### src/rtl/ser_deser_rx.sv
// ser_deser_rx: serial-to-parallel receiver for the shift-register link.
// Frames a synced bit stream into WIDTH-bit words, MSB- or LSB-first.
//
// Ports:
//   clk, rst_n          clock, synchronous active-low reset
//   ser_valid, ser_bit  serial bit and its qualifier
//   ser_sync            marks bit 0 of a word (qualified by ser_valid)
//   msb_first           bit order, sampled on the sync bit
//   out_valid/ready     word output handshake, out_data is the word
//   align_err, ovf_err  sticky error flags, cleared by err_clr
//   word_cnt            words loaded into the holding register (wraps)
module ser_deser_rx #(
    parameter int WIDTH  = 16,
    parameter int CNT_W  = 4,
    parameter int WCNT_W = 8
) (
    input  logic              clk,
    input  logic              rst_n,
    input  logic              ser_valid,
    input  logic              ser_bit,
    input  logic              ser_sync,
    input  logic              msb_first,
    output logic              out_valid,
    input  logic              out_ready,
    output logic [WIDTH-1:0]  out_data,
    output logic              align_err,
    output logic              ovf_err,
    input  logic              err_clr,
    output logic [WCNT_W-1:0] word_cnt
);

    typedef enum logic {HUNT, COLLECT} state_t;

    state_t             state;
    logic [WIDTH-1:0]   sr;
    logic [CNT_W-1:0]   cnt;
    logic               mode;

    logic               take_sync;
    logic               take_bit;
    logic               restart;
    logic               last_bit;
    logic               accept;
    logic               m_eff;
    logic [WIDTH-1:0]   base;
    logic [WIDTH-1:0]   shifted;

    always_comb begin
        take_sync = ser_valid & ser_sync;
        take_bit  = ser_valid & (ser_sync | (state == COLLECT));
        // A sync while collecting discards the partial word, even
        // when it lands on what would have been the final bit.
        restart   = take_sync & (state == COLLECT);
        last_bit  = ser_valid & ~ser_sync & (state == COLLECT)
                  & (cnt == CNT_W'(WIDTH-1));
        // The sync bit uses the freshly sampled order and an empty
        // register so stale bits never leak into the new word.
        m_eff     = take_sync ? msb_first : mode;
        base      = take_sync ? '0 : sr;
        shifted   = m_eff ? {base[WIDTH-2:0], ser_bit}
                          : {ser_bit, base[WIDTH-1:1]};
        accept    = ~out_valid | out_ready;
    end

    always_ff @(posedge clk) begin
        if (!rst_n) begin
            state     <= HUNT;
            sr        <= '0;
            cnt       <= '0;
            mode      <= 1'b0;
            out_valid <= 1'b0;
            out_data  <= '0;
            align_err <= 1'b0;
            ovf_err   <= 1'b0;
            word_cnt  <= '0;
        end else begin
            if (out_valid & out_ready)
                out_valid <= 1'b0;

            if (take_bit)
                sr <= shifted;

            if (take_sync) begin
                mode  <= msb_first;
                cnt   <= CNT_W'(1);
                state <= COLLECT;
            end else if (last_bit) begin
                cnt   <= '0;
                state <= HUNT;
                if (accept) begin
                    out_data  <= shifted;
                    out_valid <= 1'b1;
                    word_cnt  <= word_cnt + WCNT_W'(1);
                end
            end else if (take_bit) begin
                cnt <= cnt + CNT_W'(1);
            end

            // Set events win over a simultaneous clear.
            align_err <= restart | (align_err & ~err_clr);
            ovf_err   <= (last_bit & ~accept) | (ovf_err & ~err_clr);
        end
    end

endmodule

### config.mk
export PLATFORM = sky130hd
export DESIGN_NAME = ser_deser_rx
export DESIGN_NICKNAME = d
export VERILOG_FILES = /design/src/rtl/ser_deser_rx.sv
export SDC_FILE = /design/constraint.sdc
export NUM_CORES = 1
export LEC_CHECK = 0
export CAP_MARGIN = 20
export CORE_UTILIZATION = 57
export CTS_CLUSTER_SIZE = 40
export DETAILED_ROUTE_END_ITERATION = 6
export MAX_ROUTING_LAYER = met4
export PLACE_DENSITY_LB_ADDON = 0.08
export REMOVE_ABC_BUFFERS = 1
export SLEW_MARGIN = 20
export SYNTH_ARGS = -nofsm -noshare
export SYNTH_HDL_FRONTEND = slang
export SYNTH_SLANG_ARGS = --single-unit
### constraint.sdc
create_clock -name clk -period 4.97 [get_ports clk]
set_clock_uncertainty 0.2 [all_clocks]
set_input_delay 0.497 -clock clk [delete_from_list [all_inputs] [get_ports clk]]
set_output_delay 0.497 -clock clk [all_outputs]
set_load 0.01 [all_outputs]
==> qor.yml <==
critical_path:
  start_kind: "input port"
  reg2reg_setup_slack_ps: 2790
  reg2reg_from: "state"
  cp.arrival_ps: 2750
  crit_required_ps: 5000
  path_buf_inv: 1
  crit_fanout: 20
  cpPeakStageDelay_ps: 930
  crit_cells: 5
  slowest_stage: "nor2_1"
  reg2regPathDepth: 4
  crit_type: "input port to flop"
  crit_family: "simple AND/OR/NAND/NOR gates"
  worstPathCellList: "clkdlybuf4s50_1 > and2_1 > nor2_1 > a22oi_1 > nor2b_1"
  cp-end-kind: "flop"
  r2r_end: "sr[6]"
min_path:
  hold_path_depth: 2
  whs_endpoint: "out_data[6]"
  holdCritPathClass: "flop to flop"
  hp-start: "out_data[6]"
layout:
  area_growth_pct: 20.7
  design_area_um2: 2660
  layout-drive-gt1-share_pct: 3.48
  nNetsFinal: 296
  diodes: 0
  multi_input_area_um2: 1150
  fillers: 288
  seq_area_um2: 981
status:
  status: "completed"
detailed_routing:
  drc_errors: 0
  routed_wl_mm: 4.36
  first_pass_iters: 4
  routedWlPerCell_um: 13.0
  detail_route.vias_per_cell: 5.43
  drt-met1-wl_mm: 2.12
  dr_wl_met3_um: 175
  highest_layer: "met4"
  ant_nets: 0
  wl_met2_mm: 2.01
  drt-initial-drc-count: 63
  vias: 1818
power:
  ir_drop_mv: 0.163
  power.density_nw_per_um2: 276
  p_total_mw: 0.736
  leakage_nw: 0.882
floorplan:
  die_x_um: 64.2
  dieHeight_um: 64.2
  initial_utilization_pct: 59.8
  dieArea_um2: 4120
  core-area_um2: 3690
  ioPinCount: 35
  fp-row-count: 22
timing:
  rsz0062_at_grt: "no"
  hold_viol_final: 0
  post-route-min-period_ps: 2710
  fin_crit_sh_pct: 54.6
  slew_viol_final: 0
  fmax_mhz: 368
  worst_pin_slew_ps: 1090
  fin_tns_setup_ps: 0
  setup_viol: 0
  relSlewSlack_pct: 26.8
clocking:
  h-tree-depth: 2
  cts_buffer_depth: 2
  cts.hold.buffers_added: 0
  cts-buffers-inserted: 5
  cts.repair.resized: 0
  cts_tree: "yes"
  postCtsSetupBuffers: 0
  clkLatencyLatePin_ps: 300
  cts.sinks: 49
  cts-root-buf: "clkbuf_8"
  clkTransAtPathRegs_ps: 80
place:
  portBuffers: 34
  place_congestion: 0.830
  placed_area_um2: 2540
  place_hpwl_mm: 2.88
logic_synthesis:
  yosysTopAreaCell: "dfxtp_1"
  ys_seq_elements: 49
  netlist_top_cells_area: "dfxtp_1, nand2_1, a21boi_0"
  ys_types: 37
  ys_warn_count: 0
  yosysTopAreaCellShare_pct: 44.5
  synth_cells: 259
  syn-cell-area_um2: 2200
  syn_area_per_cell_um2: 8.51
  ys_seq_area_share_pct: 44.5
global_routing:
  antenna_found_initial: 0
  grt_max_degree: 35
  overflow: 0
  grt_pass1_wl_mm: 7.31
  gr-usage-all-layers_pct: 23.6
  grt_pass1_vias: 1576
job:
  cap_violations: 0
-- how the worst max path moves through the flow --
| stage | from | to | slack, ps |
|---|---|---|---|
| after floorplan | ser_valid | word_cnt[7] | 3010 |
| after global placement | ser_sync | sr[12] | 2120 |
| after detailed placement | ser_sync | sr[8] | 1990 |
| after CTS | ser_sync | sr[9] | 2310 |
| after global routing | ser_sync | sr[3] | 2150 |
| final | ser_sync | sr[6] | 2260 |
-- power by group --
group	total (mW)	internal [mW]	leakage, nW	switching, mW
registers	0.402	0.396	0.396	0.00614
clock network	0.292	0.164	0.0585	0.128
logic	0.0416	0.0188	0.427	0.0228
-- worst min-delay path, cell delays in order (launching register included) --
cell      delay (ps)
dfxtp_1          310
nand2_1           50
a21boi_0          60
-- cell type report --
type | instances | area share (%)
tap | 48 | 2.26
inverter | 2 | 0.282
clock inverter | 1 | 1.13
clock buffer | 7 | 3.24
timing repair buffer | 35 | 13.1
sequential | 49 | 36.9
multi-input combinational | 193 | 43.2
-- cell usage after synthesis --
cell type	count
buf_4	1
a21boi_1	1
or4_1	1
buf_2	5
ha_1	2
xor2_1	2
nand2b_1	3
or3_1	1
o21ai_0	7
nand4b_1	2
nor4_1	2
a21oi_1	4
nor3b_1	1
and2_1	4
o41ai_1	1
o31ai_1	1
nand2_1	57
a21boi_0	26
a22oi_1	6
buf_6	1
nor2b_1	11
nor3_1	1
nor2_1	27
xnor2_1	2
nand4_1	3
nand3_1	4
o21a_1	1
o22ai_1	1
and4b_1	1
nor3_2	1
inv_1	2
buf_1	1
mux2i_1	18
clkbuf_1	7
nand3_4	1
o311ai_0	1
dfxtp_1	49
-- registers in the layout, summed over array words and instances (netlist names) --
name	count
cnt	4
out_data	16
sr	16
word_cnt	8
align_err	1
mode	1
ovf_err	1
out_valid	1
state	1
-- kinds of logic after synthesis --
family / Yosys count / share of synthesized area [%]
simple gates: 120 / 25.4
compound gates: 49 / 15.5
flops: 49 / 44.5
mux: 18 / 8.17
buf+inv: 17 / 3.69
xor+xnor: 4 / 1.59
fa+ha+maj: 2 / 1.13
-- metrics by stage --
step | hold slack (ps) | cells | util [%] | setup slack [ps]
detailed placement | 258 | 327 | 68.8 | 1990
global route | 292 | 335 | 72.2 | 2150
finish | 263 | 335 | 72.2 | 2260
global placement | 250 | 327 | 68.8 | 2120
floorplan | 253 | 244 | - | 3010
CTS | 267 | 335 | 72.0 | 2310
-- metal layers --
layer,track usage (%),vias to the layer above
met5,-,-
met4,7.50,0
met3,5.89,5
met2,37.0,38
met1,30.0,844
li1,-,931
-- cell usage in the layout (no fill, tap or decap), types with 3 or more instances in the layout --
cell type and count:
nand2_1 57, dfxtp_1 49, clkdlybuf4s50_1 34, nor2_1 27, a21boi_0 26, mux2i_1 18
nor2b_1 11, o21ai_0 7, a22oi_1 6, clkbuf_8 6, and2_1 4, nand3_1 4
a21oi_1 4, nand2b_1 3, nand4_1 3
Note: power is estimated with default switching activity, not from simulation.
